File: config.mk
export PLATFORM = sky130hd
export DESIGN_NAME = clock_set_ctrl
export DESIGN_NICKNAME = d
export VERILOG_FILES = /design/src/rtl/clock_set_ctrl.sv
export SDC_FILE = /design/constraint.sdc
export NUM_CORES = 1
export LEC_CHECK = 0
export ABC_AREA = 0
export CAP_MARGIN = 20
export CORE_UTILIZATION = 59
export DETAILED_ROUTE_END_ITERATION = 10
export PLACE_DENSITY = 0.85
export RECOVER_POWER = 50
export SETUP_SLACK_MARGIN = 0.05
export SLEW_MARGIN = 10
export SYNTH_ARGS = -nofsm -noshare
export SYNTH_HDL_FRONTEND = slang
export SYNTH_SLANG_ARGS = --single-unit
export TNS_END_PERCENT = 10
File: constraint.sdc
create_clock -name clk -period 6 [get_ports clk]
set_input_delay 1.2 -clock clk [delete_from_list [all_inputs] [get_ports clk]]
set_output_delay 1.2 -clock clk [all_outputs]
set_load 0.005 [all_outputs]
File: src/rtl/clock_set_ctrl.sv
// clock_set_ctrl: time-setting controller for the multiplexed BCD wall clock.
// Sequences RUN -> edit hours -> edit minutes -> commit, holds the edited time,
// and drives the timekeeper count enable, load strobe and display blink mask.
//
// Ports:
//   clk, reset                        clock, synchronous active-high reset
//   btn_mode, btn_inc                 debounced button levels (active high)
//   sec_tick                          one-cycle pulse per second
//   cur_{min_u,min_d,hrs_u,hrs_d}     live BCD time from the timekeeper
//   set_{min_u,min_d,hrs_u,hrs_d}     edited BCD time
//   load                              one-cycle strobe: timekeeper copies set_*
//   run                               timekeeper count enable
//   blank_mask                        {hrs_d, hrs_u, min_d, min_u} blanking
//   mode                              0=RUN 1=EDIT_HRS 2=EDIT_MIN 3=COMMIT
`timescale 1ns/1ps

module clock_set_ctrl #(
    parameter int unsigned CLK_HZ    = 27000000,
    parameter int unsigned BLINK_HZ  = 2,
    parameter int unsigned TIMEOUT_S = 10
) (
    input  logic       clk,
    input  logic       reset,
    input  logic       btn_mode,
    input  logic       btn_inc,
    input  logic       sec_tick,
    input  logic [3:0] cur_min_u,
    input  logic [3:0] cur_min_d,
    input  logic [3:0] cur_hrs_u,
    input  logic [3:0] cur_hrs_d,
    output logic [3:0] set_min_u,
    output logic [3:0] set_min_d,
    output logic [3:0] set_hrs_u,
    output logic [3:0] set_hrs_d,
    output logic       load,
    output logic       run,
    output logic [3:0] blank_mask,
    output logic [1:0] mode
);

    localparam int unsigned HALF_PERIOD = CLK_HZ / (2 * BLINK_HZ);
    localparam int unsigned BLINK_W     = (HALF_PERIOD > 1) ? $clog2(HALF_PERIOD) : 1;
    localparam logic [BLINK_W-1:0] BLINK_LAST  = BLINK_W'(HALF_PERIOD - 1);
    localparam logic [7:0]         TIMEOUT_CNT = 8'(TIMEOUT_S);

    typedef enum logic [1:0] {
        ST_RUN      = 2'd0,
        ST_EDIT_HRS = 2'd1,
        ST_EDIT_MIN = 2'd2,
        ST_COMMIT   = 2'd3
    } state_t;

    state_t               state, state_nxt;
    logic [15:0]          set_q, set_nxt;      // {hrs_d, hrs_u, min_d, min_u}
    logic [7:0]           idle_cnt, idle_nxt;
    logic [BLINK_W-1:0]   blink_cnt, blink_nxt;
    logic                 phase, phase_nxt;
    logic                 btn_mode_q, btn_inc_q;
    logic                 mode_edge, inc_edge;
    logic                 in_edit, enter_edit;
    logic [3:0]           blank_nxt;

    // BCD hour increment 0..23; anything invalid restarts at 00
    function automatic logic [7:0] inc_hrs(input logic [3:0] d, input logic [3:0] u);
        if (d > 4'd2 || u > 4'd9 || (d == 4'd2 && u >= 4'd3)) return 8'h00;
        else if (u == 4'd9)                                   return {d + 4'd1, 4'd0};
        else                                                  return {d, u + 4'd1};
    endfunction

    // BCD minute increment 0..59, no carry out; invalid restarts at 00
    function automatic logic [7:0] inc_min(input logic [3:0] d, input logic [3:0] u);
        if (d > 4'd5 || u > 4'd9 || (d == 4'd5 && u == 4'd9)) return 8'h00;
        else if (u == 4'd9)                                   return {d + 4'd1, 4'd0};
        else                                                  return {d, u + 4'd1};
    endfunction

    assign mode_edge = btn_mode & ~btn_mode_q;
    assign inc_edge  = btn_inc  & ~btn_inc_q;
    assign in_edit   = (state == ST_EDIT_HRS) || (state == ST_EDIT_MIN);

    // State register
    always_ff @(posedge clk) begin
        if (reset) state <= ST_RUN;
        else       state <= state_nxt;
    end

    // Next state and next datapath values
    always_comb begin
        state_nxt = state;
        set_nxt   = set_q;
        unique case (state)
            ST_RUN: begin
                if (mode_edge) begin
                    state_nxt = ST_EDIT_HRS;
                    set_nxt   = {cur_hrs_d, cur_hrs_u, cur_min_d, cur_min_u};
                end
            end
            ST_EDIT_HRS, ST_EDIT_MIN: begin
                // mode beats inc; any edge suppresses the timeout this cycle
                if (mode_edge) begin
                    state_nxt = (state == ST_EDIT_HRS) ? ST_EDIT_MIN : ST_COMMIT;
                end else if (inc_edge) begin
                    if (state == ST_EDIT_HRS) set_nxt[15:8] = inc_hrs(set_q[15:12], set_q[11:8]);
                    else                      set_nxt[7:0]  = inc_min(set_q[7:4], set_q[3:0]);
                end else if (sec_tick && (idle_cnt + 8'd1) == TIMEOUT_CNT) begin
                    state_nxt = ST_RUN;
                end
            end
            ST_COMMIT: state_nxt = ST_RUN;
            default:   state_nxt = ST_RUN;
        endcase

        enter_edit = (state_nxt != state) &&
                     ((state_nxt == ST_EDIT_HRS) || (state_nxt == ST_EDIT_MIN));

        idle_nxt = idle_cnt;
        if (enter_edit || mode_edge || inc_edge) idle_nxt = 8'd0;
        else if (sec_tick && in_edit)            idle_nxt = idle_cnt + 8'd1;

        // Blink restarts visible on entry and after every increment
        blink_nxt = blink_cnt + BLINK_W'(1);
        phase_nxt = phase;
        if (enter_edit || inc_edge) begin
            blink_nxt = '0;
            phase_nxt = 1'b0;
        end else if (blink_cnt == BLINK_LAST) begin
            blink_nxt = '0;
            phase_nxt = ~phase;
        end

        unique case (state_nxt)
            ST_EDIT_HRS: blank_nxt = {phase_nxt, phase_nxt, 2'b00};
            ST_EDIT_MIN: blank_nxt = {2'b00, phase_nxt, phase_nxt};
            default:     blank_nxt = 4'b0000;
        endcase
    end

    // Datapath and registered outputs
    always_ff @(posedge clk) begin
        if (reset) begin
            set_q      <= 16'h0000;
            idle_cnt   <= 8'd0;
            blink_cnt  <= '0;
            phase      <= 1'b0;
            btn_mode_q <= 1'b1;
            btn_inc_q  <= 1'b1;
            run        <= 1'b1;
            load       <= 1'b0;
            blank_mask <= 4'b0000;
        end else begin
            set_q      <= set_nxt;
            idle_cnt   <= idle_nxt;
            blink_cnt  <= blink_nxt;
            phase      <= phase_nxt;
            btn_mode_q <= btn_mode;
            btn_inc_q  <= btn_inc;
            run        <= (state_nxt == ST_RUN);
            load       <= (state_nxt == ST_COMMIT);
            blank_mask <= blank_nxt;
        end
    end

    assign mode      = state;
    assign set_hrs_d = set_q[15:12];
    assign set_hrs_u = set_q[11:8];
    assign set_min_d = set_q[7:4];
    assign set_min_u = set_q[3:0];

endmodule
==> results of run 1 <==
where the power goes:
group	internal, mW	switching (mW)	total (mW)
logic	0.0645	0.0730	0.138
registers	0.386	0.0186	0.404
clock network	0.0840	0.127	0.210
Yosys cell counts, types with 3 or more instances:
library cell,instances,area share
dfxtp_1,56,0.36
inv_1,16,0.019
xnor2_1,15,0.042
and4_1,4,0.011
a211oi_1,9,0.021
nand2b_1,3,0.0059
o31ai_1,3,0.0071
a21oi_1,9,0.014
ha_1,16,0.063
nand2_1,21,0.025
nand3_1,11,0.017
and3_1,7,0.014
xor2_1,19,0.053
nor2b_1,10,0.020
a32oi_1,3,0.0083
mux2i_1,3,0.0095
a22oi_1,3,0.0071
nor3b_1,6,0.014
a31oi_1,3,0.0059
clkbuf_1,9,0.011
nor3_1,34,0.054
buf_4,6,0.014
o21ai_0,9,0.014
nand4_1,13,0.026
or2_2,4,0.0079
nor2_1,28,0.033
worst max-delay path: stages:
cell           delay [ns]
dlygate4sd3_1        0.59
nor2b_1              0.81
a21oi_1              0.16
o22a_1               0.21
o21ai_0              0.20
inv_1                0.13
ha_1                 0.36
inv_1                0.08
o311ai_4             0.26
buf_4                0.36
a2111oi_0            0.11
worst min path at each step:
stage | from | to | slack (ns)
floorplan | blink_cnt[0] | blink_cnt[0] | 0.43
global placement | blink_cnt[0] | blink_cnt[0] | 0.44
detailed placement | blink_cnt[0] | blink_cnt[0] | 0.45
CTS | blink_cnt[0] | blink_cnt[0] | 0.47
global route | blink_cnt[0] | blink_cnt[0] | 0.48
finish | blink_cnt[0] | blink_cnt[0] | 0.47
flip-flops by register name, summed over array words and instances (netlist names):
register	flops
btn_inc_q	1
blank_mask	2
mode	2
run	1
phase	1
idle_cnt	8
blink_cnt	23
load	1
btn_mode_q	1
set_q	16
cell type report:
class                      count  area (um^2)  area share
tap                           70         87.6      0.0236
clock inverter                 3         22.5     0.00608
inverter                      16         60.1      0.0162
sequential                    56         1120       0.302
multi-input combinational    275         1890       0.510
timing repair buffer          46          455       0.123
clock buffer                   5         68.8      0.0186
metrics by stage:
| stage | setup slack [ns] | utilization | std cells | area, um^2 | hold slack [ns] |
|---|---|---|---|---|---|
| after floorplan | 2.58 | - | 363 | 3160 | 0.430 |
| after global placement | 1.64 | 0.703 | 463 | 3610 | 0.444 |
| after detailed placement | 1.44 | 0.703 | 463 | 3610 | 0.454 |
| after CTS | 1.78 | 0.721 | 471 | 3710 | 0.469 |
| after global routing | 1.44 | 0.721 | 471 | 3710 | 0.485 |
| final | 1.67 | 0.721 | 471 | 3710 | 0.465 |
metal layers:
layer,global-route usage,share of wire
met1,0.378,0.49
met5,0,0
met3,0.0562,0.045
met4,0.0741,0.0075
met2,0.384,0.46
cell families (layout without fill, tap and decap cells):
family	count (synthesis)	count (layout)	synth area share
xor gates and xnor gates	34	34	0.0944
AOI/OAI and AO/OA	61	61	0.144
buffers and inverters	32	70	0.0456
adders and majority gates	16	16	0.0634
DFF	56	56	0.355
and+or+nand+nor	161	161	0.287
muxes	3	3	0.00952
==> results.py, run 1 <==
metrics = {
    "clock_tree": {
        "tritoncts": "built",
        "cts-root-buf": "clkbuf_8",
        "holdBufCountCts": 0,
        "clock_tree.buffer_depth": 2,
        "insertion_delay_ns": 0.31,
        "h-tree-depth": 2,
        "number_of_sinks_on_the_clock_net": 56,
        "post_cts.repair.setup_buffers": 0,
        "ctsResizeCount": 0,
        "cts_inserted_buffers": 5,
        "worst_setup_hold_path_clk_slew_ns": 0.10,
    },
    "route": {
        "detail_route.vias_per_cell": 5.96,
        "dr.first_iter.drc_count": 230,
        "routed-via-count": 2805,
        "drc": 0,
        "drt.antenna.violating_nets": 0,
        "drt_first_pass_iters": 4,
        "routed_wl_um": 6840,
        "wire_per_inst_um": 14.5,
    },
    "place": {
        "gp_routability_congestion": 0.817,
        "hpwlAfterDp_um": 4980,
        "io_buffer_count": 44,
    },
    "grt": {
        "global_route_total_overflow": 0,
        "grt_util_all_layers": 0.259,
        "first_global_vias": 2465,
        "grt_first_pass_wirelength_um": 11400,
        "grt_antenna_before_repair": 0,
        "grt_start_max_net_pins": 33,
    },
    "sta": {
        "worst_pin_slew_ns": 1.03,
        "final.min_clock_period_ns": 4.33,
        "clock-skew-final_ns": 0.00655,
        "max-slew-margin-rel": 0.313,
        "setup_viol": 0,
        "slew_viol_final": 0,
        "fmax_mhz": 231,
        "grt_setup_unrepaired": "false",
        "period_share": 0.722,
        "hold_viol_final": 0,
        "setup_tns_ns": 0,
    },
    "die": {
        "floorplan.io_pins": 45,
        "die_width_um": 75.1,
        "fp.dieH_um": 75.1,
        "design.die.area_mm2": 0.00564,
        "core_area_mm2": 0.00514,
        "num_rows": 26,
        "floorplan.initialDensity": 0.614,
    },
    "cells_and_area": {
        "finalNetCount": 437,
        "top_library_cells_by_usage_in_the_layout_fill_and_taps_aside": "dfxtp_1 (56), nor3_1 (34), nor2_1 (28)",
        "drive_above_1_share": 0.0623,
        "fillerInstances": 393,
        "layout-area-overhead-vs-synth_pct": 17.4,
        "final_common_cell": "dfxtp_1",
        "antenna_cells_inserted": 0,
    },
    "worst_setup_path": {
        "crit_end_element": "flop",
        "worst_r2r_path_depth": 12,
        "crit_type": "in2reg",
        "crit-reg2reg-launch": "mode[1]",
        "crit_path_max_fanout": 32,
        "crit_end": "idle_cnt[1]",
        "worst_ep_required_time_ns": 6.15,
        "cp.arrival_ns": 4.48,
        "crit-reg2reg-capture": "idle_cnt[1]",
        "critPathLaunchType": "input pin",
        "worstSetupStartpoint": "btn_mode",
        "r2r_setup_slack_ns": 2.33,
    },
    "synth": {
        "synth_async_sr_flop_share": 0,
        "post_synth_instance_area_mm2": 0.00316,
        "synth_seq_area_share": 0.355,
        "yosys_warnings": 0,
        "synth-seq-cells": 56,
        "number_of_cells_produced_by_synthesis": 363,
        "synthFlopType": "dfxtp_1",
        "avgSynthCellArea_um2": 8.69,
        "synth-edff-count": 0,
        "synth_cell_types": 59,
        "net_count_synth": 400,
    },
    "run_status": {
        "result_of_the_run": "completed",
    },
    "flow_run": {
        "max-cap-violations": 0,
    },
    "pwr": {
        "power.density_mw_per_mm2": 203,
        "design_power_total_mw": 0.752,
        "power_leakage_nw": 1.40,
        "max-vdd-ir-drop_mv": 0.139,
    },
    "min_path": {
        "holdPathStages": 1,
        "min-delay-path-class": "reg2reg",
    },
}
No activity file was read; power rests on OpenSTA's default activity.
==> inputs of run 2 (changes only) <==
--- a/config.mk
+++ b/config.mk
@@ -7,9 +7,9 @@
 export LEC_CHECK = 0
 export ABC_AREA = 0
 export CAP_MARGIN = 20
-export CORE_UTILIZATION = 59
+export CORE_UTILIZATION = 55
 export DETAILED_ROUTE_END_ITERATION = 10
-export PLACE_DENSITY = 0.85
+export PLACE_DENSITY = 0.8
 export RECOVER_POWER = 50
 export SETUP_SLACK_MARGIN = 0.05
 export SLEW_MARGIN = 10
==> constraint.sdc (replaced) <==
create_clock -name clk -period 4.5 [get_ports clk]
set_input_delay 0.9 -clock clk [delete_from_list [all_inputs] [get_ports clk]]
set_output_delay 0.9 -clock clk [all_outputs]
set_load 0.005 [all_outputs]
==> run 2 against run 1 <==
Critical endpoint is now blink_cnt[20]. First-iteration DRC count decreased by 25%. Cell count increased by 1.3%. Combinational power increased by 31%.
==> results.py, run 2 (synthesis results as in run 1) <==
metrics = {
    "cells_and_area": {
        "registers.top_by_ff_count": "blink_cnt",
        "largest_register_ff_count": 23,
        "drive_above_1_share": 0.0617,
        "fillerInstances": 465,
        "reg_top3": "blink_cnt x23, set_q x16, idle_cnt x8",
        "instances_no_fill": 477,
        "finalNetCount": 441,
        "top_library_cells_by_usage_in_the_layout_fill_and_taps_aside": "dfxtp_1 (56), nor3_1 (34), nor2_1 (28)",
        "layout-area-overhead-vs-synth_pct": 18.0,
        "final_common_cell": "dfxtp_1",
        "antenna_cells_inserted": 0,
    },
    "route": {
        "topRoutingLayerUsed": "met4",
        "dr.first_iter.drc_count": 172,
        "drt.antenna.violating_nets": 0,
        "wl_met1_um": 3330,
        "routed_wl_um": 6650,
        "detail_route.vias_per_cell": 5.79,
        "drc": 0,
        "met3RoutedLength_um": 260,
        "drt_first_pass_iters": 4,
        "wire_per_inst_um": 13.9,
        "routed-via-count": 2763,
        "wl_met2_um": 3010,
    },
    "clock_tree": {
        "insertion_delay_ns": 0.31,
        "tritoncts": "built",
        "post_cts.repair.setup_buffers": 0,
        "holdBufCountCts": 0,
        "clock_tree.buffer_depth": 2,
        "ctsResizeCount": 0,
        "cts-root-buf": "clkbuf_8",
        "number_of_sinks_on_the_clock_net": 56,
        "h-tree-depth": 2,
        "cts_inserted_buffers": 5,
        "worst_setup_hold_path_clk_slew_ns": 0.10,
    },
    "sta": {
        "max-slew-margin-rel": 0.310,
        "grt_setup_unrepaired": "false",
        "worst_pin_slew_ns": 1.04,
        "setup_tns_ns": 0,
        "hold_viol_final": 0,
        "final.min_clock_period_ns": 3.91,
        "period_share": 0.868,
        "post-route-worst-setup-slack_ns": 0.593,
        "fmax_mhz": 256,
        "slew_viol_final": 0,
        "setup_viol": 0,
        "clock-skew-final_ns": 0.00791,
    },
    "die": {
        "fp.dieH_um": 77.7,
        "die_width_um": 77.7,
        "design.die.area_mm2": 0.00604,
        "core_area_mm2": 0.00551,
        "floorplan.initialDensity": 0.573,
        "floorplan.io_pins": 45,
        "num_rows": 27,
    },
    "worst_setup_path": {
        "crit_path_top_cell_by_count": "inv_1",
        "cp.arrival_ns": 4.08,
        "critical_path.top_delay_family": "buffers and inverters",
        "critical_path_buf_inv_count": 4,
        "critPathLaunchType": "input pin",
        "cp_cell_sequence": "dlygate4sd3_1 -> nor2b_1 -> nor4_1 -> o2111ai_1 -> o21ai_0 -> inv_1 -> ha_1 -> inv_1 -> o311ai_4 -> buf_4 -> nor3_1",
        "crit_end_element": "flop",
        "worst_ep_required_time_ns": 4.68,
        "slowest_delay_ns": 0.57,
        "cp_max_delay_cell": "dlygate4sd3_1",
        "crit_path_max_fanout": 32,
        "crit_type": "in2reg",
    },
    "grt": {
        "grt_antenna_before_repair": 0,
        "global_route_total_overflow": 0,
        "grt_start_max_net_pins": 33,
        "grt_util_all_layers": 0.232,
        "grt_first_pass_wirelength_um": 11300,
        "first_global_vias": 2448,
    },
    "place": {
        "gp_routability_congestion": 0.838,
        "hpwlAfterDp_um": 4810,
        "io_buffer_count": 44,
        "post-place-ws_ns": 0.378,
        "numPlacedInstances": 468,
    },
    "min_path": {
        "min-delay-path-class": "reg2reg",
    },
    "pwr": {
        "power_leakage_nw": 1.40,
        "max-vdd-ir-drop_mv": 0.170,
        "power.density_mw_per_mm2": 268,
        "design_power_total_mw": 0.998,
    },
    "run_status": {
        "result_of_the_run": "completed",
    },
    "flow_run": {
        "max-cap-violations": 0,
    },
}
[run 2: cell type report]
cell class,count,area [um^2],share of cell area
multi-input combinational,275,1880,0.506
sequential,56,1120,0.301
timing repair buffer,50,478,0.128
tap,72,90.1,0.0242
clock buffer,6,72.6,0.0195
inverter,16,60.1,0.0161
clock inverter,2,16.3,0.00437
[run 2: worst paths after layout]
check / from / slack (ns) / cells after the start / end
setup / recovery: btn_inc / 0.59 / 11 / blink_cnt[20]
setup reg to reg: mode[0] / 0.91 / 11 / blink_cnt[20]
hold / removal: blink_cnt[0] / 0.47 / 1 / blink_cnt[0]
hold reg to reg: blink_cnt[0] / 0.47 / 1 / blink_cnt[0]
[run 2: through the flow]
step / hold slack, ns / instance area [um^2] / utilization
after CTS: 0.475 / 3730 / 0.677
after detailed placement: 0.460 / 3640 / 0.661
final: 0.471 / 3720 / 0.676
after floorplan: 0.430 / 3160 / -
after global placement: 0.445 / 3640 / 0.661
after global routing: 0.498 / 3720 / 0.676
[run 2: power by group]
| group | switching [mW] | leakage [nW] | total, mW | internal (mW) |
|---|---|---|---|---|
| sequential | 0.0247 | 0.454 | 0.539 | 0.514 |
| combinational | 0.0952 | 0.906 | 0.181 | 0.0863 |
| clock | 0.167 | 0.0414 | 0.278 | 0.111 |
| total | 0.287 | 1.40 | 0.998 | 0.712 |
[run 2: metal layers]
metal,track usage,vias up
li1,-,1394
met1,0.330,1306
met2,0.358,59
met3,0.0459,4
met4,0.0547,0
met5,0,-
==> inputs of run 3 (changes only) <==
--- a/config.mk
+++ b/config.mk
@@ -7,6 +7,7 @@
 export LEC_CHECK = 0
 export ABC_AREA = 0
 export CAP_MARGIN = 20
+export CORE_MARGIN = 10
 export CORE_UTILIZATION = 55
 export DETAILED_ROUTE_END_ITERATION = 10
 export PLACE_DENSITY = 0.8
==> run 3 against run 2 <==
Hold slack better by 0.0046 ns. First-iteration DRC count up 25%. Power up 0.55%. Critical endpoint is now idle_cnt[1]. Highest routed layer unchanged.
==> results.py, run 3 (synthesis results as in run 1) <==
metrics = {
    "pwr": {
        "power.density_mw_per_mm2": 270,
        "max-vdd-ir-drop_mv": 0.124,
        "power_leakage_nw": 1.40,
        "design_power_total_mw": 1.00,
    },
    "cells_and_area": {
        "finalNetCount": 440,
        "antenna_cells_inserted": 0,
        "largest_register_ff_count": 23,
        "drive_above_1_share": 0.0594,
        "top_library_cells_by_usage_in_the_layout_fill_and_taps_aside": "dfxtp_1 (56), nor3_1 (34), nor2_1 (28)",
        "registers.top_by_ff_count": "blink_cnt",
        "reg_top3": "blink_cnt x23, set_q x16, idle_cnt x8",
        "layout-area-overhead-vs-synth_pct": 17.7,
        "final_common_cell": "dfxtp_1",
    },
    "route": {
        "routed-via-count": 2736,
        "dr.first_iter.drc_count": 215,
        "wire_per_inst_um": 14.9,
        "drc": 0,
        "detail_route.vias_per_cell": 5.75,
        "routed_wl_um": 7090,
        "drt.antenna.violating_nets": 0,
        "drt_first_pass_iters": 4,
    },
    "place": {
        "hpwlAfterDp_um": 5170,
        "gp_routability_congestion": 0.828,
        "io_buffer_count": 44,
    },
    "sta": {
        "max-slew-margin-rel": 0.317,
        "grt_setup_unrepaired": "false",
        "slew_viol_final": 0,
        "setup_tns_ns": 0,
        "clock-skew-final_ns": 0.00659,
        "final.min_clock_period_ns": 3.86,
        "fmax_mhz": 259,
        "hold_viol_final": 0,
        "period_share": 0.858,
        "setup_viol": 0,
        "worst_pin_slew_ns": 1.02,
    },
    "clock_tree": {
        "post_cts.repair.setup_buffers": 0,
        "cts-root-buf": "clkbuf_8",
        "tritoncts": "built",
        "ctsResizeCount": 0,
        "insertion_delay_ns": 0.31,
        "holdBufCountCts": 0,
        "cts_inserted_buffers": 5,
        "worst_setup_hold_path_clk_slew_ns": 0.10,
        "number_of_sinks_on_the_clock_net": 56,
        "clock_tree.buffer_depth": 2,
        "h-tree-depth": 2,
    },
    "die": {
        "floorplan.initialDensity": 0.570,
        "num_rows": 27,
        "design.die.area_mm2": 0.00917,
        "core_area_mm2": 0.00554,
        "die_width_um": 95.7,
        "floorplan.io_pins": 45,
        "fp.dieH_um": 95.7,
    },
    "worst_setup_path": {
        "crit_end_element": "flop",
        "critPathLaunchType": "input pin",
        "crit_path_max_fanout": 32,
        "cp.arrival_ns": 4.03,
        "r2r_setup_slack_ns": 0.96,
        "worst_ep_required_time_ns": 4.67,
        "crit-reg2reg-capture": "idle_cnt[1]",
        "worst_r2r_path_depth": 11,
        "crit-reg2reg-launch": "mode[0]",
        "crit_type": "in2reg",
    },
    "min_path": {
        "min-delay-path-class": "reg2reg",
        "hold_path_startpoint": "blink_cnt[0]",
        "holdPathStages": 1,
        "timing.hold.worst_endpoint": "blink_cnt[0]",
    },
    "grt": {
        "global_route_total_overflow": 0,
        "grt_util_all_layers": 0.159,
        "grt_antenna_before_repair": 0,
        "grt_start_max_net_pins": 33,
        "grt_first_pass_wirelength_um": 12000,
        "first_global_vias": 2517,
    },
    "run_status": {
        "result_of_the_run": "completed",
    },
    "flow_run": {
        "max-cap-violations": 0,
    },
}
## run 3: metrics by stage
stage                     setup slack, ns  hold slack (ns)  cells   util  area [um^2]
after global routing                0.400            0.498    476  0.671         3710
after global placement              0.634            0.447    468  0.657         3640
after CTS                           0.826            0.476    476  0.673         3730
after floorplan                      1.38            0.430    363      -         3160
after detailed placement            0.492            0.461    468  0.657         3640
final                               0.639            0.475    476  0.671         3710
## run 3: worst max-delay path by stage
stage | startpoint | end | slack, ns | cells after the start
after floorplan | btn_inc | blink_cnt[17] | 1.38 | 10
final | btn_inc | idle_cnt[1] | 0.64 | 11
after global placement | btn_inc | blink_cnt[8] | 0.63 | 11
after CTS | btn_inc | blink_cnt[22] | 0.83 | 11
after detailed placement | btn_inc | blink_cnt[11] | 0.49 | 11
after global routing | btn_inc | blink_cnt[5] | 0.40 | 11
## run 3: per-layer routing
layer  track usage  vias up  routed length (um)
met1         0.219     1279                3370
met2         0.243       65                3250
met4        0.0393        0                  57
met3        0.0397        5                 419
li1              -     1387                   -
met5             0        -                   0
## run 3: final cells by class
class | instances | area (um^2)
clock inverters | 2 | 16.3
clock buffers | 6 | 72.6
multi-input cells | 275 | 1880
fillers | 460 | 1830
well taps | 72 | 90.1
inverters | 16 | 60.1
flip-flops and latches | 56 | 1120
repair buffers | 49 | 470
## run 3: worst max-delay path, stage by stage
cell	delay [ns]
dlygate4sd3_1	0.58
nor2b_1	0.18
nor4_1	0.28
o2111ai_1	0.31
o21ai_0	0.46
inv_1	0.14
ha_1	0.37
inv_1	0.09
o311ai_4	0.27
buf_4	0.36
a2111oi_0	0.10
## run 3: power breakdown
group	internal (mW)	leakage [nW]	switching [mW]	total, mW
sequential	0.514	0.454	0.0250	0.539
clock	0.111	0.0414	0.168	0.279
combinational	0.0871	0.900	0.0982	0.185
total	0.713	1.40	0.291	1.00
